### src/rtl/riscv_pkg.sv
// Shared RISC-V definitions: datapath width, opcodes, NOP encoding and the
// memory-access-unit state encodings used by the multicycle core.
package riscv_pkg;

    localparam int          XLEN      = 32;
    localparam logic [31:0] NOP_INSTR = 32'h0000_0013;  // addi x0,x0,0

    localparam logic [6:0] OP_LUI    = 7'b0110111;
    localparam logic [6:0] OP_AUIPC  = 7'b0010111;
    localparam logic [6:0] OP_JAL    = 7'b1101111;
    localparam logic [6:0] OP_JALR   = 7'b1100111;
    localparam logic [6:0] OP_BRANCH = 7'b1100011;
    localparam logic [6:0] OP_LOAD   = 7'b0000011;
    localparam logic [6:0] OP_STORE  = 7'b0100011;
    localparam logic [6:0] OP_IMM    = 7'b0010011;
    localparam logic [6:0] OP_REG    = 7'b0110011;
    localparam logic [6:0] OP_SYSTEM = 7'b1110011;

    // Memory access unit FSM encodings (kept as plain constants so older
    // blocks that compare raw state bits keep working).
    localparam logic [1:0] MAU_IDLE = 2'd0;
    localparam logic [1:0] MAU_REQ  = 2'd1;
    localparam logic [1:0] MAU_WAIT = 2'd2;
    localparam logic [1:0] MAU_DONE = 2'd3;

    // Kind of access latched when a transaction starts.
    typedef enum logic [1:0] {
        ACC_FETCH = 2'd0,
        ACC_LOAD  = 2'd1,
        ACC_STORE = 2'd2
    } acc_kind_e;

    // Word accesses only: the two address LSBs must be zero.
    function automatic logic word_aligned(input logic [1:0] lsb);
        return lsb == 2'b00;
    endfunction

endpackage

### src/rtl/mem_access_unit.sv
// Memory access unit for the multicycle core. Converts the control FSM's
// fetch/load/store strobes into one req/gnt/rvalid transaction on the unified
// memory port, owns IR / OldPC / Data registers and stalls control until the
// access has finished.
module mem_access_unit #(
    parameter int          XLEN           = 32,
    parameter int          TIMEOUT_CYCLES = 64,
    parameter logic [31:0] RESET_INSTR    = 32'h0000_0013
) (
    input  logic            clk,
    input  logic            reset,
    input  logic            ir_write,
    input  logic            mem_write,
    input  logic            instruction_or_data,
    input  logic            pc_write,
    input  logic [XLEN-1:0] pc,
    input  logic [XLEN-1:0] data_addr,
    input  logic [XLEN-1:0] write_data,
    output logic            pc_write_en,
    output logic            stall,
    output logic            mem_req,
    output logic            mem_we,
    output logic [XLEN-1:0] mem_addr,
    output logic [XLEN-1:0] mem_wdata,
    input  logic            mem_gnt,
    input  logic            mem_rvalid,
    input  logic [XLEN-1:0] mem_rdata,
    output logic [XLEN-1:0] instr,
    output logic [6:0]      opcode,
    output logic [2:0]      funct3,
    output logic [6:0]      funct7,
    output logic [XLEN-1:0] old_pc,
    output logic [XLEN-1:0] data_reg,
    output logic            misaligned,
    output logic            bus_error
);

    import riscv_pkg::*;

    // Counter only needs to reach TIMEOUT_CYCLES-1; width 1 when disabled.
    localparam int CNT_W = (TIMEOUT_CYCLES > 1) ? $clog2(TIMEOUT_CYCLES) : 1;
    localparam logic [CNT_W-1:0] TMO_LAST =
        CNT_W'((TIMEOUT_CYCLES > 0) ? TIMEOUT_CYCLES - 1 : 0);

    logic [1:0]       state;
    acc_kind_e        kind;
    logic [CNT_W-1:0] tmo_cnt;

    logic             fetch_req, store_req, load_req, any_req;
    logic [XLEN-1:0]  req_addr;
    logic             busy, resp_ok, tmo_hit;

    // Fetch has priority; a store issued together with a fetch is dropped.
    assign fetch_req = ir_write;
    assign store_req = mem_write & ~ir_write;
    assign load_req  = instruction_or_data & ~mem_write & ~ir_write;
    assign any_req   = fetch_req | store_req | load_req;
    assign req_addr  = instruction_or_data ? data_addr : pc;

    assign busy    = (state == MAU_REQ) || (state == MAU_WAIT);
    // Response accepted: rvalid with gnt in REQ, or rvalid alone in WAIT.
    assign resp_ok = ((state == MAU_REQ) && mem_gnt && mem_rvalid) ||
                     ((state == MAU_WAIT) && mem_rvalid);
    // A response arriving on the last allowed cycle still wins over timeout.
    assign tmo_hit = (TIMEOUT_CYCLES != 0) && busy && (tmo_cnt == TMO_LAST) && !resp_ok;

    // Stall is combinational in IDLE so control holds from the very first cycle.
    assign stall       = any_req & (state != MAU_DONE);
    assign pc_write_en = pc_write & ~stall;
    assign mem_req     = (state == MAU_REQ);

    assign opcode = instr[6:0];
    assign funct3 = instr[14:12];
    assign funct7 = instr[31:25];

    // Transaction FSM: latch the request in IDLE, hold it through REQ, collect
    // the response in WAIT, and give control one non-stalled cycle in DONE.
    always_ff @(posedge clk or posedge reset) begin
        if (reset) begin
            state      <= MAU_IDLE;
            kind       <= ACC_FETCH;
            mem_we     <= 1'b0;
            mem_addr   <= '0;
            mem_wdata  <= '0;
            misaligned <= 1'b0;
            bus_error  <= 1'b0;
        end else begin
            misaligned <= 1'b0;
            bus_error  <= 1'b0;
            case (state)
                MAU_IDLE: begin
                    if (any_req) begin
                        mem_addr  <= req_addr;
                        mem_we    <= store_req;
                        mem_wdata <= write_data;
                        kind      <= fetch_req ? ACC_FETCH :
                                     (store_req ? ACC_STORE : ACC_LOAD);
                        if (word_aligned(req_addr[1:0])) begin
                            state <= MAU_REQ;
                        end else begin
                            state      <= MAU_DONE;
                            misaligned <= 1'b1;
                        end
                    end
                end
                MAU_REQ, MAU_WAIT: begin
                    if (resp_ok) begin
                        state <= MAU_DONE;
                    end else if (tmo_hit) begin
                        state     <= MAU_DONE;
                        bus_error <= 1'b1;
                    end else if ((state == MAU_REQ) && mem_gnt) begin
                        state <= MAU_WAIT;
                    end
                end
                default: state <= MAU_IDLE;
            endcase
        end
    end

    // Timeout counter: cleared whenever idle, counts every REQ/WAIT cycle.
    always_ff @(posedge clk or posedge reset) begin
        if (reset) begin
            tmo_cnt <= '0;
        end else if (busy) begin
            tmo_cnt <= tmo_cnt + CNT_W'(1);
        end else begin
            tmo_cnt <= '0;
        end
    end

    // Result registers: IR/OldPC on a fetch response, Data on a load response.
    // old_pc takes pc here, before control bumps it in DONE.
    always_ff @(posedge clk or posedge reset) begin
        if (reset) begin
            instr    <= RESET_INSTR;
            old_pc   <= '0;
            data_reg <= '0;
        end else if (resp_ok) begin
            if (kind == ACC_FETCH) begin
                instr  <= mem_rdata;
                old_pc <= pc;
            end else if (kind == ACC_LOAD) begin
                data_reg <= mem_rdata;
            end
        end
    end

endmodule
### config.mk
export PLATFORM = sky130hd
export DESIGN_NAME = mem_access_unit
export DESIGN_NICKNAME = d
export VERILOG_FILES = /design/src/rtl/riscv_pkg.sv /design/src/rtl/mem_access_unit.sv
export SDC_FILE = /design/constraint.sdc
export NUM_CORES = 1
export LEC_CHECK = 0
export BUFFER_PORTS_ARGS = -buffer_cell sky130_fd_sc_hd__buf_2
export CAP_MARGIN = 20
export CORE_ASPECT_RATIO = 0.75
export CORE_MARGIN = 2
export CORE_UTILIZATION = 40
export CTS_CLUSTER_DIAMETER = 40
export DETAILED_ROUTE_END_ITERATION = 7
export PLACE_DENSITY_LB_ADDON = 0.08
export SYNTH_ARGS = -nofsm -noshare
export SYNTH_HDL_FRONTEND = slang
export SYNTH_SLANG_ARGS = --single-unit
### constraint.sdc
create_clock -name clk -period 14.2 [get_ports clk]
set_input_delay 0.71 -clock clk [delete_from_list [all_inputs] [get_ports clk]]
set_output_delay 0.71 -clock clk [all_outputs]
set_load 0.05 [all_outputs]
**After elaboration in Yosys (flattened, before gate mapping)**

Cells that the tools add are included.

- Bits of input ports: 136
- Output and inout bits: 183
- Flip-flop bits (word level): 173

- Bitwise gates (word level): 11
- Add/subtract/negate cells: 1
- Mux-type cells: 16
- Reductions and logical operators: 16
- Equal/unequal tests: 7

Operators with widths:

| operator | count |
|---|---|
| two-way mux 32 bit | 1 |
| two-way mux 2 bit | 7 |
| adder 6 x 1 -> 6 bit, second input constant | 1 |
| == test 6 bit, second input constant | 1 |
| logical NOT 2 bit | 3 |
| two-way mux 1 bit | 6 |
| two-way mux 6 bit | 1 |
| AND reduction 2 bit | 3 |
| bitwise AND 1 bit | 5 |
| logical AND 1 bit | 5 |
| == test 2 x 1 -> 1 bit, second input constant | 2 |
| inequality test 2 bit, second input constant | 2 |
| inequality test 4 bit, second input constant | 1 |
| inverter 1 bit | 4 |
| one-hot mux 2 bit (2 select lines) | 1 |
| AND reduction 3 bit | 1 |
| == test 2 bit, second input constant | 1 |
| logical OR 1 bit | 2 |
| OR 1 bit | 2 |
| OR reduction 2 bit | 1 |
| logical NOT 1 bit | 1 |

**Depth between registers and ports, before layout**

Gate-level depths: netlist of run 1.

- Depth in word-level cells: 9
- Gate-level depth with buffers: 8
- Gate-level depth less buffers: 6

**Worst setup path before layout of run 1**

No wires, ideal clock.

- Kind: input to output
- From: input port instruction_or_data
- To: output port pc_write_en
- Buffers on the path: 1
- Arrival time: 2.201 ns
- Path slack: 11.289 ns
- Cell stages on the path: 4
- Data required time: 13.490 ns
- Cells stage by stage: buf_2 nor3_1 nor2_1 nor2b_1

- Longest elaborated chain between the ends: 6

RTL lines:

| what | RTL line | source |
|---|---|---|
| start: declaration | mem_access_unit.sv:14 | `input logic instruction_or_data,` |
| bitwise AND 1 bit (2 in series) | mem_access_unit.sv:56 | `assign load_req = instruction_or_data & ~mem_write & ~ir_write;` |
| OR 1 bit | mem_access_unit.sv:57 | `assign any_req = fetch_req \| store_req \| load_req;` |
| bitwise AND 1 bit | mem_access_unit.sv:68 | `assign stall = any_req & (state != MAU_DONE);` |
| via stall | mem_access_unit.sv:20 | `output logic stall,` |
| inverter 1 bit | mem_access_unit.sv:69 | `assign pc_write_en = pc_write & ~stall;` |
| bitwise AND 1 bit | mem_access_unit.sv:69 |  |
| end: declaration | mem_access_unit.sv:19 | `output logic pc_write_en,` |

The timed path passes the listed nets, and every way through them passes these cells.

**Worst setup path after layout of run 1**

- From: register state[1]
- To: register instr[31]

- Longest elaborated chain between the ends: 5
- Elaborated cells between the ends (all ways): 7
- Those cells by class: eq/ne (2); reduce/logical (5)

RTL lines:

| what | RTL line | source |
|---|---|---|
| start: declaration | mem_access_unit.sv:45 | `logic [1:0] state;` |
| start signal: assignment | mem_access_unit.sv:80 | `state <= MAU_IDLE;` |
| start signal: assignment | mem_access_unit.sv:99 | `state <= MAU_REQ;` |
| start signal: assignment | mem_access_unit.sv:101 | `state <= MAU_DONE;` |
| == test 2 x 1 -> 1 bit | mem_access_unit.sv:62 | `assign resp_ok = ((state == MAU_REQ) && mem_gnt && mem_rvalid) \|\|` |
| logical AND 1 bit (2 in series) | mem_access_unit.sv:62 |  |
| logical OR 1 bit (*) | mem_access_unit.sv:62 |  |
| AND reduction 2 bit (no line) (*) | -- |  |
| end signal: assignment | mem_access_unit.sv:141 | `instr <= mem_rdata;` |
| end: declaration | mem_access_unit.sv:28 | `output logic [XLEN-1:0] instr,` |

Mark *: on every way between the ends. The rest lies on a longest branch, timed or not.
A chain may end at the register's enable or synchronous reset.

==> metrics, run 1 <==
# H-tree levels 4; crit path time final 2.967 ns; most frequent cells in the layout buf_2 (318), dfrtp_1 (169), mux2_2 (67); actual slew at the worst max-slew pin 0.9723 ns; Worst R2R Setup Slack 11.23 ns; hold violation count in the final report 0; Die Height 121.2 um; clk slew on worst S/H paths 0.07 ns; Starting DRT DRC Count 199; # setup viols final 0; arrival time at the worst endpoint 3.28 ns; worst skew pair latency 0.42 ns; IO buf count 318; Synth Warn # 0; layout filler cell count 1570; post-DP HPWL 13250 um; most common cell after layout, fill and taps aside buf_2; Resized cells post-CTS 0; gr usage total 18.85%; CTS tree built; Synth async-reset ratio 100.0%; worst r2r src state[1]; total grt overflow 0; Yosys cell types 36; Final TNS setup 0 ns; vias in the first global route 5213; largest net degree at the start of global routing 95; Syn Std Cell Area 7331 um2; Nets 937; DRC violations left 0; Seq/Total Area, Yosys 58.76%; Worst Clk Skew 0.01072 ns; synth top area cells dfrtp_1 (58%), mux2_4 (12%), mux2_2 (10%), mux2i_1 (4.4%), o21ai_0 (2.4%); TritonCTS Buffers 17; Crit Path Max Fanout 39; DR pass1 iterations 4; num rows 42; worst hold path class in -> async; routed wire length 17970 um; DR WL/cell 17.11 um; FF+latch count, synth 172; Initial Util 41.15%; Syn Inst Count 494; Max-cap violations 0; routability cong. 0.8163; fin. max-slew vios 0; Detail Route Antenna Nets 0; WS Path Type reg -> reg; critical path startpoint state[1]; met1 wire length 7479 um; Final period util 20.90%; max_slew headroom 34.93%; antenna violations before repair 0; vias per cell 4.696; Die W 160.3 um; Post-CTS Hold Fix Bufs 0; antenna cells 0; met2 routed WL 8812 um; Syn Area/Cell 14.84 um2; first-pass GRT wire length 28560 um; Synthesized Nets 636; worst path required time 14.51 ns; fmax 337.0 MHz; status finished clean; area grow syn2layout 29.85%; via count 4931; die area 19440 um2; Clock Sinks 172; critical path capture point type flip-flop; Top Metal Used met4; layout cells sized above 1 61.01%; Post-synth EDFFs 0; met3 wire len 1345 um; num ports 319; core box area 17810 um2; crit start category flip-flop; Synth area leader dfrtp_1; clock root buffer clkbuf_16; # Post-CTS Setup Buffers 0; Synth Flop Type dfrtp_1; Longest Clk Path Bufs 2; Synth top area share 57.69%; RSZ-0062 raised after global routing false
==> final cells by class <==
cell class	count	area (um2)	area share, %
Clock buffer	17	425.4	4.469
Inverter	4	20.02	0.2103
Timing Repair Buffer	324	1657	17.40
Tap cell	242	302.8	3.181
Multi-Input combinational cell	276	2645	27.79
Sequential cell	172	4308	45.25
Clock inverter	15	161.4	1.696
==> cell families (layout without fill, tap and decap cells) <==
family / after synthesis / after routing / synth area share (%)
multiplexers: 160 / 160 / 27.10
adder cells (fa/ha/maj): 6 / 6 / 1.024
AO/OA/AOI/OAI: 48 / 48 / 3.755
XOR/XNOR: 3 / 3 / 0.3585
flip-flops: 172 / 172 / 58.76
AND/OR/NAND/NOR: 59 / 59 / 3.687
buffers and inverters: 46 / 360 / 5.308
==> critical path, cell delays in order (launching register included) <==
cell	delay (ns)
dfrtp_1	0.44
inv_1	0.11
ha_1	0.20
a21oi_1	0.09
nor2b_2	0.20
nor3b_4	0.21
buf_4	0.44
buf_4	0.70
mux2_2	0.41
==> per-stage QoR <==
step	util, %	cell area, um2	hold slack [ns]	setup slack (ns)	instances
global placement	49.99	8905	0.4618	11.08	1017
detailed placement	49.99	8905	0.4639	11.04	1017
finish	53.43	9519	0.4294	11.23	1050
CTS	53.28	9492	0.4796	11.22	1049
floorplan	-	7331	0.4504	8.835	494
global route	53.43	9519	0.4951	11.02	1050
==> layer usage <==
layer  vias up  GRT usage (%)
met4         0          6.869
met3        22          5.742
li1       2308              -
met5         -              0
met1      2403          23.27
met2       198          31.52
==> path summary, 6_finish.rpt <==
kind / endpoint / cells past startpoint
min in group clk: mem_addr[30] / 2
min reg2reg: mem_addr[30] / 2
max in group asynchronous: mem_wdata[31] / 4
max reg2reg: instr[31] / 8
min: mem_wdata[22] / 2
max: instr[31] / 8
==> cell usage after synthesis, types with 4 or more instances <==
cell type	n
buf_6	4
mux2_2	67
nand2_1	36
mux2_4	60
nor3_1	4
o21ai_0	35
buf_4	21
ha_1	6
and2_1	4
nand3_1	5
buf_2	8
dfrtp_1	169
mux2i_1	32
a21oi_1	5
buf_12	6
inv_1	4
Power of run 1 is not shown: default switching activity piles up to over one toggle a cycle in this logic, so the estimate is an artifact.
==> run 2, diff against run 1 <==
clock period = 2.5 ns   (was 14.2 ns; I/O delays follow)
==> run 2 against run 1 <==
Cell count grew 11%; routed wire length grew 11%; sequential share of layout area shrank 5.3 points; final area grew 13%; die area is the same; flip-flop and latch count is the same; global-route usage grew 2.2 points.
==> metrics, run 2 (same netlist as run 1, synthesis figures left out) <==
DRC violations left 0 (unchanged); Final TNS setup 0 ns (unchanged); fmax 445.3 MHz (was 337.0 MHz); num ports 319 (unchanged); Detail Route Antenna Nets 0 (unchanged); Longest Clk Path Bufs 2 (unchanged); total grt overflow 0 (unchanged); status finished clean (unchanged); Resized cells post-CTS 0 (unchanged); DR WL/cell 17.03 um (was 17.11 um); met3 Use GR 5.776% (was 5.742%); die area 19440 um2 (unchanged); arrival time at the worst endpoint 2.56 ns (was 3.28 ns); max_slew headroom 43.82% (was 34.93%); Nets 1056 (was 937); clk slew on worst S/H paths 0.07 ns (about the same); vias per cell 4.637 (was 4.696); Worst Clk Skew 0.01139 ns (was 0.01072 ns); actual slew at the worst max-slew pin 0.8396 ns (was 0.9723 ns); routability cong. 0.8208 (was 0.8163); # Post-CTS Setup Buffers 0 (unchanged); most common cell after layout, fill and taps aside buf_2 (unchanged); gr usage total 21.05% (was 18.85%); vias in the first global route 5883 (was 5213); crit start category flip-flop (unchanged); final core occ 60.47% (was 53.43%); Max-cap violations 0 (unchanged); clock root buffer clkbuf_16 (unchanged); most frequent cells in the layout buf_2 (318), dfrtp_1 (169), dlygate4sd3_1 (112) (was buf_2 (318), dfrtp_1 (169), mux2_2 (67)); hold violation count in the final report 0 (unchanged); RSZ-0062 raised after global routing false (unchanged); via count 5421 (was 4931); critical path capture point type flip-flop (unchanged); Clock Sinks 172 (unchanged); first-pass GRT wire length 31670 um (was 28560 um); worst hold path class in -> reg (was in -> async); core box area 17810 um2 (unchanged); Final period util 89.83% (was 20.90%); area grow syn2layout 46.95% (was 29.85%); Die Height 121.2 um (unchanged); met2 global-route usage 36.82% (was 31.52%); Die W 160.3 um (unchanged); # H-tree levels 4 (unchanged); # setup viols final 0 (unchanged); DR pass1 iterations 4 (unchanged); num rows 42 (unchanged); Post-CTS Hold Fix Bufs 112 (was 0); fin. max-slew vios 0 (unchanged); crit path time final 2.246 ns (was 2.967 ns); Starting DRT DRC Count 310 (was 199); worst skew pair latency 0.42 ns (about the same); antenna violations before repair 0 (unchanged); largest net degree at the start of global routing 54 (was 95); routed wire length 19900 um (was 17970 um); post-DP HPWL 14060 um (was 13250 um); Initial Util 41.15% (unchanged); CTS tree built (unchanged); layout cells sized above 1 53.83% (was 61.01%); TritonCTS Buffers 17 (unchanged); layer with the highest usage met2 (unchanged); IO buf count 318 (unchanged); GR Layer Usage met1 25.70% (was 23.27%); WS Path Type reg -> reg (unchanged); worst path required time 2.81 ns (was 14.51 ns); antenna cells 0 (unchanged); Crit Path Max Fanout 42 (was 39)
-- run 2: routing by layer --
layer  up-vias  wire [um]
met5         -          0
met4         0        234
met3        18       1200
met2       204      10020
met1      2668       8453
li1       2531          -
-- run 2: area by class of cell --
class / count / area [um2]
sequential: 172 / 4308
multi-input combinational: 276 / 2645
fill: 1415 / 7042
timing repair buffer: 443 / 2885
clock buffer: 20 / 456.7
tap: 242 / 302.8
inverter: 4 / 18.77
clock inverter: 12 / 156.4
-- run 2: metrics by stage --
stage | cell area [um2] | instances | setup WS, ns | hold slack (ns)
after floorplan | 7335 | 494 | 0.1808 | 0.2141
after global placement | 9039 | 1025 | 0.3553 | 0.3114
after detailed placement | 9039 | 1025 | 0.2547 | 0.3136
after CTS | 10770 | 1169 | 0.2432 | 0.0002890
after global routing | 10770 | 1169 | 0.1193 | 0.01104
final | 10770 | 1169 | 0.2543 | 0.01508
-- run 2: worst paths after layout --
| kind | startpoint | endpoint | slack [ns] | cells after the start |
|---|---|---|---|---|
| worst max register to register | state[1] | instr[31] | 0.25 | 7 |
| worst min-delay path | data_addr[8] | mem_addr[8] | 0.02 | 3 |
| worst min register to register | mem_addr[4] | mem_addr[4] | 0.48 | 2 |
| min in group asynchronous | reset | mem_wdata[17] | 0.39 | 3 |
| max in group asynchronous | reset | mem_wdata[9] | 1.36 | 4 |
| worst max-delay path | state[1] | instr[31] | 0.25 | 7 |
-- run 2: critical path: stages (launching register included) --
cell	delay, ns
dfrtp_1	0.43
inv_1	0.10
ha_1	0.23
a21oi_1	0.10
nor2b_2	0.21
nor3b_4	0.33
buf_12	0.34
mux2_2	0.38
Power of run 2 is left out for the same reason.
==> run 3, diff against run 2 <==
ABC_AREA = 1   (was unset)
SLEW_MARGIN = 5   (was unset)
==> run 3 against run 2 <==
Cell count rose by 26%; utilization rose by 2.9 points; worst setup slack got worse by 0.10 ns; global-route usage rose by 1.7 points.
==> metrics, run 3 <==
post-DP HPWL 13740 um (was 14060 um); Die W 157.1 um (was 160.3 um); Final TNS setup 0 ns (unchanged); fin. max-slew vios 0 (unchanged); Int Power 8.085 mW; antenna violations before repair 0 (unchanged); Synth Flop Type dfrtp_1 (unchanged); WS Path Type reg -> reg (unchanged); Synth Warn # 0 (unchanged); # setup viols final 0 (unchanged); Final period util 93.97% (was 89.83%); num ports 319 (unchanged); vias per cell 4.529 (was 4.637); routability cong. 0.8355 (was 0.8208); Synthesized Nets 929 (was 636); peak supply drop 0.7771 mV; dpl ws 0.5475 ns (was 0.2547 ns); count leader, synth nand2_1 (was dfrtp_1); CP peak stage delay 0.60 ns (was 0.43 ns); CTS tree built (unchanged); synth top area cells dfrtp_1 (60%), nand2_1 (15%), o21ai_0 (6.3%), inv_1 (4.1%), a31oi_1 (2.7%) (was dfrtp_1 (58%), mux2_4 (12%), mux2_2 (10%), mux2i_1 (4.4%), o21ai_0 (2.4%)); FF+latch count, synth 172 (unchanged); crit path time final 2.349 ns (was 2.246 ns); met2 global-route usage 38.13% (was 36.82%); max_slew headroom 56.64% (was 43.82%); Die Height 118.8 um (was 121.2 um); Leak 5.874 nW; Synth area leader dfrtp_1 (unchanged); Seq/Total Area, Yosys 61.25% (was 58.76%); layout cells sized above 1 30.06% (was 53.83%); actual slew at the worst max-slew pin 0.6495 ns (was 0.8396 ns); DR WL/cell 14.41 um (was 17.03 um); Gate power share 55.7%; Worst R2R Setup Slack 0.15 ns (was 0.25 ns); CP max-delay cell dlygate4sd3_1 (was dfrtp_1); first-pass GRT wire length 33330 um (was 31670 um); worst path required time 2.85 ns (was 2.81 ns); Clock Sinks 172 (unchanged); total grt overflow 0 (unchanged); worst hold path class in -> reg (unchanged); Worst Hold Slack 0.02430 ns (was 0.01508 ns); crit start category flip-flop (unchanged); TritonCTS Buffers 17 (unchanged); layout filler cell count 1474 (was 1415); crit path buf inv count 4 (was 2); layer with the highest usage met2 (unchanged); DR pass1 iterations 5 (was 4); Initial Util 41.29% (was 41.15%); vias in the first global route 6534 (was 5883); Starting DRT DRC Count 443 (was 310); gr usage total 22.80% (was 21.05%); Psw 9.225 mW; Post-synth EDFFs 0 (unchanged); Switching Fraction 53.29%; critical path capture point type flip-flop (unchanged); worst skew pair latency 0.43 ns (was 0.42 ns); most frequent cells in the layout buf_2 (318), nand2_1 (285), dfrtp_1 (169) (was buf_2 (318), dfrtp_1 (169), dlygate4sd3_1 (112)); Syn Area/Cell 8.936 um2 (was 14.84 um2); Nets 1361 (was 1056); core box area 17030 um2 (was 17810 um2); Detail Route Antenna Nets 0 (unchanged); Max-cap violations 0 (unchanged); num rows 41 (was 42); Clk pwr share 16.3%; critical path's most frequent cell inv_1; Post-CTS Hold Fix Bufs 140 (was 112); Power Density 1603 nW/um2; commonest cells in the netlist nand2_1 (285), dfrtp_1 (169), o21ai_0 (88) (was dfrtp_1 (169), mux2_2 (67), mux2_4 (60)); clock root buffer clkbuf_16 (unchanged); Synth async-reset ratio 100.0% (unchanged); Crit Path Max Fanout 95 (was 42); largest net degree at the start of global routing 96 (was 54); Worst Slack Setup Final 0.1508 ns (was 0.2543 ns); hold violation count in the final report 0 (unchanged); # H-tree levels 4 (unchanged); Worst Clk Skew 0.007507 ns (was 0.01139 ns); CP cell instances inv_1, ha_1, inv_1, nor2_4, buf_12, nor2_1, a31oi_1, dlygate4sd3_1 (was inv_1, ha_1, a21oi_1, nor2b_2, nor3b_4, buf_12, mux2_2); final core occ 63.41% (was 60.47%); met3 Use GR 7.242% (was 5.776%); RSZ-0062 raised after global routing false (unchanged); fmax 425.7 MHz (was 445.3 MHz); clk slew on worst S/H paths 0.06 ns (was 0.07 ns); DRC violations left 0 (unchanged); Syn Inst Count 787 (was 494); total chip power 17.31 mW; Yosys cell types 23 (was 36); Reg power frac 27.9%; Longest Clk Path Bufs 2 (unchanged); area grow syn2layout 53.55% (was 46.95%); # Post-CTS Setup Buffers 0 (unchanged); arrival time at the worst endpoint 2.70 ns (was 2.56 ns); Synth top area share 60.13% (was 57.69%); most common cell after layout, fill and taps aside buf_2 (unchanged); routed wire length 21150 um (was 19900 um); Resized cells post-CTS 0 (unchanged); Crit path max-delay family buffers and inverters (was simple AND/OR/NAND/NOR gates); GR Layer Usage met1 27.93% (was 25.70%); via count 6648 (was 5421); IO buf count 318 (unchanged); Syn Std Cell Area 7033 um2 (was 7331 um2); status finished clean (unchanged); die area 18670 um2 (was 19440 um2)
==> run 3: cell count changes in the layout (fill, tap and decap cells not counted), sizes merged, moves of 28 or more <==
cell	change
dlygate4sd3	+28
nand2	+249
a31oi	+30
mux2	-128
mux2i	-32
o21ai	+63
nor2	+42
inv	+77
==> run 3: path summary, 6_finish.rpt <==
| path | from | to | depth (start not counted) |
|---|---|---|---|
| max | state[0] | mem_addr[27] | 8 |
| min | pc[1] | old_pc[1] | 3 |
| max reg2reg | state[0] | mem_addr[27] | 8 |
| min reg2reg | mem_wdata[9] | mem_wdata[9] | 2 |
| max in group asynchronous | reset | instr[4] | 4 |
| min in group asynchronous | reset | instr[30] | 3 |
==> run 3: cell type report <==
cell class	instances	area, um2	area share [%]
well taps	236	295.3	2.734
flip-flops and latches	172	4308	39.89
clock buffers	19	442.9	4.101
diodes	1	2.502	0.02317
repair buffers	469	3151	29.17
inverters	80	304.0	2.815
clock inverters	12	186.4	1.726
multi-input cells	479	2110	19.53
==> run 3: logic make-up after synthesis <==
kind of cell	Yosys count	share of synthesized area, %
AOI/OAI and AO/OA	132	9.945
buffers and inverters	136	8.860
adders and majority gates	6	1.067
and+or+nand+nor	340	18.75
xor gates and xnor gates	1	0.1246
DFF	172	61.25
==> run 3: metal layers <==
metal  part of all wire (%)  vias up  wire length [um]
met5                      0        -                 0
met4                    2.5        0               539
met3                    8.0       42              1693
met2                     47      238              9928
met1                     43     3068              8990
li1                       -     3300                 -
==> run 3: worst register-to-register path, stage by stage, from the launching register on <==
cell and delay (ns):
dfrtp_1 0.43, inv_1 0.10, ha_1 0.23, inv_1 0.10, nor2_4 0.15, buf_12 0.33
nor2_1 0.16, a31oi_1 0.19, dlygate4sd3_1 0.60
==> run 3: through the flow <==
| stage | cell area, um2 | instances |
|---|---|---|
| CTS | 10800 | 1467 |
| global placement | 8766 | 1296 |
| finish | 10800 | 1468 |
| floorplan | 7037 | 787 |
| detailed placement | 8766 | 1296 |
| global route | 10800 | 1467 |
==> run 3: power groups by stage <==
stage	sequential, mW	combinational, mW	clock [mW]
2_1_floorplan	9.32	2.74	0
3_3_place_gp	4.85	9.24	0
3_5_place_dp	4.86	9.30	0
4_1_cts	4.84	9.68	2.90
5_1_grt	5.01	10.3	3.04
6_report	4.84	9.65	2.83
No activity file was read; power rests on OpenSTA's default activity.
